### src/rtl/game_pkg.sv
// Shared definitions for the bullet scheduling logic: FSM states, direction
// and requester encodings, and default timing constants (in 60 Hz frames).
package game_pkg;

    typedef enum logic [1:0] {
        IDLE    = 2'd0,
        LAUNCH  = 2'd1,
        CONFIRM = 2'd2
    } sched_state_e;

    typedef enum logic {
        REQ_PLAYER = 1'b0,
        REQ_ENEMY  = 1'b1
    } req_id_e;

    localparam logic DIR_UP   = 1'b1;
    localparam logic DIR_DOWN = 1'b0;

    localparam int DEF_NUM_SLOTS       = 4;
    localparam int DEF_PLAYER_COOLDOWN = 12;
    localparam int DEF_ENEMY_COOLDOWN  = 30;
    localparam int DEF_CD_W            = 6;

endpackage

### src/rtl/free_slot_finder.sv
// Combinational search over the slot in-use flags: lowest free index,
// whether any slot is free, and how many slots are busy.
module free_slot_finder #(
    parameter int NUM_SLOTS = 4,
    parameter int IDX_W     = 2,
    parameter int COUNT_W   = 3
) (
    input  logic [NUM_SLOTS-1:0] slot_in_use,
    output logic [IDX_W-1:0]     idx,
    output logic                 any_free,
    output logic [COUNT_W-1:0]   count
);

    // Priority encode from the top down so the lowest free index wins last.
    always_comb begin
        idx      = '0;
        any_free = 1'b0;
        for (int i = NUM_SLOTS - 1; i >= 0; i--) begin
            if (!slot_in_use[i]) begin
                idx      = IDX_W'(i);
                any_free = 1'b1;
            end else begin
                any_free = any_free;
            end
        end
    end

    // Population count of busy slots.
    always_comb begin
        count = '0;
        for (int i = 0; i < NUM_SLOTS; i++) begin
            count = count + COUNT_W'(slot_in_use[i]);
        end
    end

endmodule

### src/rtl/bullet_scheduler.sv
// Arbitrates player/enemy fire requests onto a pool of bullet slots, launches
// the chosen slot, confirms it went busy and applies per-requester cooldowns.
module bullet_scheduler
    import game_pkg::*;
#(
    parameter int NUM_SLOTS       = DEF_NUM_SLOTS,
    parameter int PLAYER_COOLDOWN = DEF_PLAYER_COOLDOWN,
    parameter int ENEMY_COOLDOWN  = DEF_ENEMY_COOLDOWN,
    parameter int CD_W            = DEF_CD_W
) (
    input  logic                 clk_60hz,
    input  logic                 reset,
    input  logic                 fire_player,
    input  logic                 fire_enemy,
    input  logic [9:0]           player_x,
    input  logic [9:0]           enemy_x,
    input  logic [NUM_SLOTS-1:0] slot_in_use,
    output logic [NUM_SLOTS-1:0] start_bullet,
    output logic [9:0]           bullet_x,
    output logic                 bullet_dir,
    output logic [2:0]           active_count,
    output logic                 launch_fault
);

    localparam int IDX_W = (NUM_SLOTS > 1) ? $clog2(NUM_SLOTS) : 1;
    localparam logic [CD_W-1:0] P_CD = CD_W'(PLAYER_COOLDOWN);
    localparam logic [CD_W-1:0] E_CD = CD_W'(ENEMY_COOLDOWN);
    localparam logic [NUM_SLOTS-1:0] ONE_HOT0 = NUM_SLOTS'(1);

    sched_state_e         state_q, state_d;
    req_id_e              last_q, last_d, win_s;
    logic [IDX_W-1:0]     idx_q, idx_d, free_idx_s;
    logic [NUM_SLOTS-1:0] start_q, start_d;
    logic [9:0]           bx_q, bx_d;
    logic                 dir_q, dir_d;
    logic                 fault_q, fault_d;
    logic [CD_W-1:0]      cd_p_q, cd_p_d, cd_e_q, cd_e_d;
    logic                 any_free_s, req_p_s, req_e_s;

    free_slot_finder #(
        .NUM_SLOTS (NUM_SLOTS),
        .IDX_W     (IDX_W),
        .COUNT_W   (3)
    ) u_finder (
        .slot_in_use (slot_in_use),
        .idx         (free_idx_s),
        .any_free    (any_free_s),
        .count       (active_count)
    );

    assign req_p_s = fire_player && (cd_p_q == '0);
    assign req_e_s = fire_enemy  && (cd_e_q == '0);

    // Round-robin on a tie: the side that did not win last time goes next.
    assign win_s = req_p_s ? (req_e_s ? ((last_q == REQ_ENEMY) ? REQ_PLAYER : REQ_ENEMY)
                                      : REQ_PLAYER)
                           : REQ_ENEMY;

    // Next-state logic: arbitration in IDLE, one-frame start pulse, confirm.
    always_comb begin
        state_d = state_q;
        last_d  = last_q;
        idx_d   = idx_q;
        start_d = '0;
        bx_d    = bx_q;
        dir_d   = dir_q;
        fault_d = fault_q;
        cd_p_d  = (cd_p_q != '0) ? (cd_p_q - CD_W'(1)) : '0;
        cd_e_d  = (cd_e_q != '0) ? (cd_e_q - CD_W'(1)) : '0;
        case (state_q)
            IDLE: begin
                // Without a free slot requests stay pending; they are level inputs.
                if ((req_p_s || req_e_s) && any_free_s) begin
                    idx_d   = free_idx_s;
                    start_d = ONE_HOT0 << free_idx_s;
                    bx_d    = (win_s == REQ_PLAYER) ? player_x : enemy_x;
                    dir_d   = (win_s == REQ_PLAYER) ? DIR_UP : DIR_DOWN;
                    last_d  = win_s;
                    state_d = LAUNCH;
                end else begin
                    state_d = IDLE;
                end
            end
            LAUNCH: begin
                state_d = CONFIRM;
            end
            CONFIRM: begin
                if (slot_in_use[idx_q]) begin
                    if (last_q == REQ_PLAYER) begin
                        cd_p_d = P_CD;
                    end else begin
                        cd_e_d = E_CD;
                    end
                end else begin
                    fault_d = 1'b1;
                end
                state_d = IDLE;
            end
            default: begin
                state_d = IDLE;
            end
        endcase
    end

    // State and output registers; reset aborts any launch in flight.
    always_ff @(posedge clk_60hz or posedge reset) begin
        if (reset) begin
            state_q <= IDLE;
            last_q  <= REQ_ENEMY;
            idx_q   <= '0;
            start_q <= '0;
            bx_q    <= 10'd0;
            dir_q   <= 1'b0;
            fault_q <= 1'b0;
            cd_p_q  <= '0;
            cd_e_q  <= '0;
        end else begin
            state_q <= state_d;
            last_q  <= last_d;
            idx_q   <= idx_d;
            start_q <= start_d;
            bx_q    <= bx_d;
            dir_q   <= dir_d;
            fault_q <= fault_d;
            cd_p_q  <= cd_p_d;
            cd_e_q  <= cd_e_d;
        end
    end

    assign start_bullet = start_q;
    assign bullet_x     = bx_q;
    assign bullet_dir   = dir_q;
    assign launch_fault = fault_q;

endmodule

### config.mk
export PLATFORM = sky130hd
export DESIGN_NAME = bullet_scheduler
export DESIGN_NICKNAME = d
export VERILOG_FILES = /design/src/rtl/game_pkg.sv /design/src/rtl/free_slot_finder.sv /design/src/rtl/bullet_scheduler.sv
export SDC_FILE = /design/constraint.sdc
export NUM_CORES = 1
export LEC_CHECK = 0
export ABC_AREA = 1
export BUFFER_PORTS_ARGS = -buffer_cell sky130_fd_sc_hd__buf_2
export CAP_MARGIN = 20
export CORE_MARGIN = 2
export CORE_UTILIZATION = 51
export DETAILED_ROUTE_END_ITERATION = 7
export GPL_TIMING_DRIVEN = 1
export MAX_ROUTING_LAYER = met4
export PLACE_DENSITY = 0.77
export RECOVER_POWER = 100
export SLEW_MARGIN = 5
export SYNTH_ARGS = -nofsm -noshare
export SYNTH_HDL_FRONTEND = slang
export SYNTH_SLANG_ARGS = --single-unit
### constraint.sdc
create_clock -name clk_60hz -period 2.2 [get_ports clk_60hz]
set_clock_uncertainty 0.1 [all_clocks]
set_input_delay 0.44 -clock clk_60hz [delete_from_list [all_inputs] [get_ports clk_60hz]]
set_output_delay 0.44 -clock clk_60hz [all_outputs]
set_load 0.03 [all_outputs]
### Yosys cells after proc, flatten, opt, wreduce, memory -nomap -nowiden

Index checks and enable logic that the tools add are counted.

| storage, ports and cells | value |
|---|---|
| register bits after elaboration | 33 |
| input port bits | 28 |
| output and inout port bits | 19 |

| cells by class | value |
|---|---|
| $add $sub $neg | 5 |
| $lt $le $gt $ge | 1 |
| equality and inequality tests | 2 |
| shift-type cells | 1 |
| multiplexer cells | 27 |
| bitwise operators | 1 |
| reduce and logical (&&, ||, !) cells | 11 |

Operators with widths:

| operator | count |
|---|---|
| $mux W6 | 8 |
| $logic_not A6 Y1 | 2 |
| $reduce_bool A6 Y1 | 2 |
| $sub A6 B1 Y6 const B | 2 |
| $mux W1 | 10 |
| $mux W10 | 1 |
| $mux W2 | 4 |
| $mux W4 | 2 |
| $add A3 B1 Y3 | 2 |
| $pmux W2 S2 | 1 |
| $reduce_and A2 Y1 | 2 |
| $shl A1 B2 Y4 const A | 1 |
| $logic_and A1 B1 Y1 | 3 |
| $lt A2 B3 Y1 const B | 1 |
| $add A1 B1 Y2 | 1 |
| $bmux W1 S2 | 1 |
| $eq A2 B1 Y1 const B | 1 |
| $eq A2 B2 Y1 const B | 1 |
| $logic_not A2 Y1 | 1 |
| $logic_or A1 B1 Y1 | 1 |
| $not A1 Y1 | 1 |

### Depth between registers and ports, before layout

Gate-level depths: netlist of run 1.

| depth | value |
|---|---|
| word-level depth | 7 |
| gate-level depth with buffers | 11 |
| gate-level depth less buffers | 10 |

### Hierarchy

Synthesis of run 1 repeated with hierarchy kept, for this count alone.

| unflattened totals | value |
|---|---|
| cell total of the unflattened synthesis | 214 |
| area, all modules | 1740.4 µm² |

By module, submodules not included:

| module | times used | cells an instance | area each (µm²) |
|---|---|---|---|
| bullet_scheduler | 1 | 199 | 1647.8 |
| free_slot_finder | 1 | 15 | 92.6 |

### Worst setup path before layout of run 1

Ideal clock, no wire load.

| timing path | value |
|---|---|
| kind | input port to output port |
| start | in slot_in_use[0] |
| end | out active_count[1] |
| arrival time | 1.519 ns |
| path slack | 0.141 ns |
| stages | 3 |
| path buffers | 0 |
| path through | ha_1 -> fa_1 -> ha_1 |

| on the way | value |
|---|---|
| cells in the longest elaborated chain, start to end | 3 |

Ends and longest elaborated chain:

| what | line | text |
|---|---|---|
| from (decl) | bullet_scheduler.sv:17 | `input logic [NUM_SLOTS-1:0] slot_in_use,` |
| $add A1 B1 Y2 | free_slot_finder.sv:32 | `count = count + COUNT_W'(slot_in_use[i]);` |
| $add A3 B1 Y3 (2 in a row) | free_slot_finder.sv:32 |  |
| to (decl) | bullet_scheduler.sv:21 | `output logic [2:0] active_count,` |

No other way between the ends.

### Worst setup path after layout of run 1

Ends and elaborated chain as after synthesis.

==> results.yml, run 1 <==
floorplan:
  placeableCoreArea_mm2: 0.00310
  die-area_mm2: 0.00380
  start_util_pct: 54.6
  die_y_um: 61.6
  ios: 47
  die_width_um: 61.6
  num_rows: 20
timing:
  final.setup.worst_slack_ns: 0.0759
  fin_crit_sh_pct: 96.5
  fin_setup_tns_ns: 0
  maxSlewViolCount: 0
  setup_viol: 0
  rsz0062_at_grt: "no"
  hold_violations: 0
  period_minus_slack_ns: 2.12
  relSlewSlack_pct: 46.9
  tightest_slew_ns: 0.796
  max_freq_mhz: 471
critical_path:
  criticalPathCategory: "input pin to output port"
  crit_arrival_ns: 1.58
  crit_path_max_fanout: 2
  worstPathRequired_ns: 1.66
  crit_path_end_kind: "output port"
  start_kind: "input pin"
drt:
  drt_iter0_drc: 37
  viasPerCell: 4.77
  firstDrtPassIters: 4
  ant_nets: 0
  routed_wl_mm: 3.29
  drc: 0
  wl_per_cell_um: 10.8
  via_count: 1451
synthesis:
  synth_area_mm2: 0.00169
  synth_warnings: 0
  synth_cell_types: 32
  synth_top_area_share_pct: 47.3
  synth_area_leaders: "dfrtp_1 (47%), nand2_1 (16%), ha_1 (4.4%)"
  yosys.area.top_type: "dfrtp_1"
  synth_area_per_cell_um2: 8.22
  synth_seq_area_share_pct: 48.9
  ys_ff_latch: 33
  syn_nets: 241
  synthCells: 206
final_layout:
  instances_no_fill: 304
  diodes: 0
  nNetsFinal: 294
  fillers: 300
  multi_input_area_um2: 744
  regArea_um2: 827
  area_delta_synth_final_pct: 18.4
  drive_above_1_share_pct: 19.6
pwr:
  total_leakage_power_uw: 0.00110
  fin_total_pwr_uw: 2330
  p_per_area_mw_per_mm2: 1160
  peakVddDrop_v: 0.000517
place:
  portBuffers: 46
  place.gp.congestion: 0.838
  dpl_worst_slack_ns: -0.0367
  place_inst: 296
  dp_hpwl_mm: 2.41
run:
  max-cap-violations: 0
cts:
  numCtsBuffers: 5
  numClockSinks: 33
  tritoncts: "built"
  cts_root_buf: "clkbuf_4"
  clk-insertion-delay-late_ns: 0.33
  cts_max_level: 2
  clk_pin_slew_ns: 0.10
  clk_path_buf_depth: 2
worst_hold_path:
  hold_path.class: "input pin to async pin"
grt:
  gr-total-overflow: 0
  antenna_found_initial: 0
  global_route.usage.total_pct: 20.4
  grt_pass1_vias: 1271
  grt_max_degree: 34
  grt_pass1_wl_mm: 5.44
status:
  status: "finished, final reports clean"
## layout by cell type (no fill, tap or decap)
master	netlist	routed
nor2_1	19	19
nor3_2	2	2
buf_4	1	4
ha_4	0	1
fa_2	0	1
nor3_1	3	3
nand2_4	1	1
nor2_4	1	1
buf_2	2	28
o31ai_1	1	1
o211ai_1	1	1
o21ai_0	6	8
a31oi_1	1	1
nand2_1	74	74
nor2_2	1	1
clkbuf_1	0	19
xor2_1	2	2
dfrtp_1	32	32
xnor2_1	1	1
and2_1	2	1
clkbuf_4	0	5
o21bai_1	1	1
inv_1	20	20
and2_0	0	1
dfstp_2	1	1
and3_1	1	1
nand3_1	15	16
ha_1	6	5
nand2_2	2	2
clkinv_4	1	1
a21oi_1	3	3
clkbuf_2	0	3
## cell type report
class,count,share of cell area (%)
Sequential cell,33,41.3
Multi-Input combinational cell,147,37.1
Timing Repair Buffer,51,12.2
Inverter,21,4.18
Tap cell,44,2.75
Clock buffer,8,2.43
## registers in the layout, indices dropped and copies added (netlist names)
register and cells:
bullet_dir 1, bullet_x 10, cd_e_q 6, cd_p_q 6, idx_q 2, last_q 1, launch_fault 1, start_bullet 4
state_q 2
## Yosys cell counts (all sizes together)
cell,n
nand2,77
dfrtp,32
nor2,21
inv,20
nand3,16
o21ai,8
ha,6
buf,5
nor3,5
a21oi,3
and2,2
xor2,2
a31oi,1
and3,1
clkinv,1
dfstp,1
fa,1
o211ai,1
o21bai,1
o31ai,1
xnor2,1
## power by group
group	internal, uW	leakage, uW	total, uW	switching [uW]
logic	330	0.000660	993	663
registers	858	0.000414	1020	162
clock network	127	0.0000265	319	191
## logic make-up after synthesis
family                     count (synthesis)  share of synthesized area, %
and+or+nand+nor                          122                          31.3
DFF                                       33                          48.9
buffers and inverters                     26                          7.54
AOI/OAI and AO/OA                         15                          5.17
adders and majority gates                  7                          5.62
xor gates and xnor gates                   3                          1.55
## through the flow
| stage | cell area, um^2 | utilization, % | hold slack (ns) |
|---|---|---|---|
| 2_1_floorplan | 1690 | - | 0.303 |
| 3_3_place_gp | 1970 | 63.5 | 0.314 |
| 3_5_place_dp | 1970 | 63.5 | 0.314 |
| 4_1_cts | 2030 | 65.3 | 0.0857 |
| 5_1_grt | 2000 | 64.6 | 0.296 |
| 6_report | 2000 | 64.6 | 0.223 |
## path summary, 6_finish.rpt
kind	slack, ns	start	cells after the start	endpoint
max	0.08	slot_in_use[0]	5	active_count[1]
min	0.22	reset	3	cd_e_q[2]$_DFF_PP0_
max reg2reg	0.27	cd_e_q[0]$_DFF_PP0_	10	start_bullet[3]$_DFF_PP0_
min reg2reg	0.32	cd_p_q[0]$_DFF_PP0_	1	cd_p_q[0]$_DFF_PP0_
max in group asynchronous	1.27	reset	3	start_bullet[3]$_DFF_PP0_
min in group clk_60hz	0.28	enemy_x[4]	5	bullet_x[4]$_DFFE_PP0P_
## routing by layer
layer,GRT usage (%),up-vias,share of wire (%)
met1,27.6,660,49
met2,29.0,38,44
met3,5.67,6,5.4
li1,-,747,-
met5,-,-,0
met4,7.90,0,1.6
## repair_timing
| action | 4_1_cts | 5_1_grt |
|---|---|---|
| hold buffers | 0 | 0 |
| buffers inserted | 0 | 0 |
| pin swaps | 0 | 0 |
| setup endpoints to repair | 1 | 1 |
| gates resized for setup | 2 | 1 |
## worst max-delay path, cell delays in order
cell and delay [ns]:
buf_2 0.12, ha_4 0.24, fa_2 0.33, ha_1 0.27, buf_2 0.18
No activity file was read; power rests on OpenSTA's default activity.
==> inputs of run 2 (changes only) <==
CORE_UTILIZATION = 52   (was 51)
GPL_TIMING_DRIVEN = not set   (was 1)
PLACE_DENSITY = 0.78   (was 0.77)
SYNTH_HIERARCHICAL = 1   (was not set)
clock period = 2.1 ns   (was 2.2 ns; I/O delays follow)
==> results.yml, run 2 <==
status:
  status: "complete, but fails checks"
  violations: "negative setup slack"
grt:
  global_route.usage.total_pct: 19.5
  grt_pass1_wl_mm: 5.30
  grt_max_degree: 34
  gr-total-overflow: 0
  grt_pass1_vias: 1298
  antenna_found_initial: 0
synthesis:
  synth_area_leaders: "dfrtp_1 (46%), nand2_1 (16%), nand3_1 (6.0%)"
  synth_seq_area_share_pct: 47.5
  synthTopCellsByCount: "nand2_1 (74), dfrtp_1 (32), inv_1 (26)"
  synth_area_per_cell_um2: 8.13
  synth_xor_area_share_pct: 0
  yosys.area.top_type: "dfrtp_1"
  synth_area_mm2: 0.00174
  yosys.area_share.adder_pct: 4.03
  yosys.area_share.simple_pct: 34.9
  synth.area.mux_share_pct: 0
  synth_top_area_share_pct: 46.0
  synth_warnings: 6
  synth_cell_types: 31
  synthMostInstantiatedCell: "nand2_1"
  syn_nets: 247
  synth_top_family_by_area: "simple AND/OR/NAND/NOR gates"
  synth-edff-count: 0
  async_reset_ff_share_pct: 100
  ys_ff_latch: 33
  synth_ff_type: "dfrtp_1"
  synth_compound_gate_area_share_pct: 4.89
  synthCells: 214
drt:
  firstDrtPassIters: 4
  viasPerCell: 4.78
  ant_nets: 0
  wl_per_cell_um: 10.8
  via_count: 1514
  routed_wl_mm: 3.42
  drt_iter0_drc: 73
  drc: 0
timing:
  tightest_slew_ns: 0.797
  setup_viol: 1
  holdWs_ns: 0.211
  rsz0062_at_grt: "yes"
  max_freq_mhz: 460
  fin_crit_sh_pct: 103
  maxSlewViolCount: 0
  period_minus_slack_ns: 2.17
  final.setup.worst_slack_ns: -0.0720
  hold_violations: 0
  relSlewSlack_pct: 46.8
final_layout:
  mostFrequentLayoutCells: "nand2_1 (76), dfrtp_1 (32), inv_1 (25), buf_2 (25), nand3_1 (21)"
  area_delta_synth_final_pct: 22.0
  drive_above_1_share_pct: 23.6
  final_common_cell: "nand2_1"
  nNetsFinal: 303
  fillers: 296
  largest_register_ffs: 10
  postLayoutCellArea_mm2: 0.00212
  diodes: 0
pwr:
  total_leakage_power_uw: 0.00117
  peakVddDrop_v: 0.000351
  p_per_area_mw_per_mm2: 513
critical_path:
  crit_path_max_fanout: 2
  crit_path_cell_trace: "buf_8 > inv_4 > fa_1 > inv_2 > ha_4 > ha_4 > buf_6"
  start_kind: "input pin"
  crit_arrival_ns: 1.65
  crit_slowest_cell: "fa_1"
  cpPeakStageDelay_ns: 0.55
  worstPathRequired_ns: 1.58
  crit_top_cell: "ha_4"
  criticalPathCategory: "input pin to output port"
  crit_path_end_kind: "output port"
place:
  post_dp_cell_area_mm2: 0.00206
  place.gp.congestion: 0.823
  dp_hpwl_mm: 2.55
  portBuffers: 46
floorplan:
  start_util_pct: 53.0
  die_y_um: 61.9
  die-area_mm2: 0.00383
  placeableCoreArea_mm2: 0.00328
  ios: 47
  num_rows: 21
  die_width_um: 61.9
cts:
  clk_path_buf_depth: 2
  post_cts_buffers: 0
  clk-insertion-delay-late_ns: 0.32
  clk_pin_slew_ns: 0.10
  cts_max_level: 2
  cts_root_buf: "clkbuf_4"
  tritoncts: "built"
  numClockSinks: 33
  numCtsBuffers: 5
worst_hold_path:
  hold_path.class: "input pin to async pin"
run:
  max-cap-violations: 0
run 2: changes by cell type after synthesis, moves of 3 or more:
cell     previous run  this run
nand3_1            15        21
inv_2               0         3
nor2_1             19         9
inv_1              20        26
run 2: routing by layer:
metal / part of all wire (%) / track usage, % / wire length, um / up-vias
li1: - / - / - / 790
met1: 45 / 24.5 / 1550 / 695
met2: 50 / 31.4 / 1720 / 24
met3: 3.0 / 3.73 / 104 / 5
met4: 1.2 / 7.29 / 42 / 0
met5: 0 / - / 0 / -
run 2: logic make-up after synthesis:
| group | after synthesis |
|---|---|
| buffers and inverters | 34 |
| adder cells (fa/ha/maj) | 5 |
| flip-flops | 33 |
| AND/OR/NAND/NOR | 127 |
| AO/OA/AOI/OAI | 15 |
run 2: power breakdown:
group | total [uW] | switching [uW] | internal (uW)
Sequential | 635 | 0 | 635
Clock | 322 | 195 | 127
Combinational | 132 | 71.4 | 60.2
run 2: final timing paths:
path	depth (start not counted)	end	slack (ns)	start
max	7	active_count[1]	-0.07	slot_in_use[1]
min	3	cd_e_q[4]$_DFF_PP0_	0.21	reset
max reg2reg	10	start_bullet[1]$_DFF_PP0_	0.17	cd_p_q[0]$_DFF_PP0_
min reg2reg	1	cd_e_q[0]$_DFF_PP0_	0.38	cd_e_q[0]$_DFF_PP0_
max in group asynchronous	3	bullet_x[8]$_DFFE_PP0P_	1.19	reset
min in group clk_60hz	5	bullet_x[1]$_DFFE_PP0P_	0.28	enemy_x[1]
run 2: worst max-delay path, delay by kind of cell:
kind	cells	cell delay [ns]
fa+ha+maj	3	0.96
buf+inv	4	0.28
run 2: cell type report:
type                       count  area [um^2]  share of cell area (%)
clock buffer                   6         41.3                    1.94
clock inverter                 2         10.0                   0.471
inverter                      30          119                    5.60
multi-input combinational    147          773                    36.4
sequential                    33          827                    39.0
tap                           46         57.6                    2.71
timing repair buffer          53          295                    13.9
run 2: per-stage QoR:
stage | utilization, % | std cells | setup slack [ns] | power (uW) | TNS [ns]
6_report | 64.6 | 317 | -0.0720 | 1090 | -0.0720
5_1_grt | 64.6 | 317 | -0.105 | 1150 | -0.422
4_1_cts | 65.3 | 317 | -0.0777 | 1100 | -0.0777
3_5_place_dp | 62.6 | 309 | -0.208 | 757 | -0.298
3_3_place_gp | 62.6 | 309 | -0.187 | 754 | -0.253
2_1_floorplan | - | 214 | 0.0474 | 716 | 0
run 2: repair_timing:
action | in CTS | in global routing
gates resized for setup | 11 | 4
endpoints found under the setup margin | 3 | 2
pin swaps | 2 | 1
hold buffers | 0 | 0
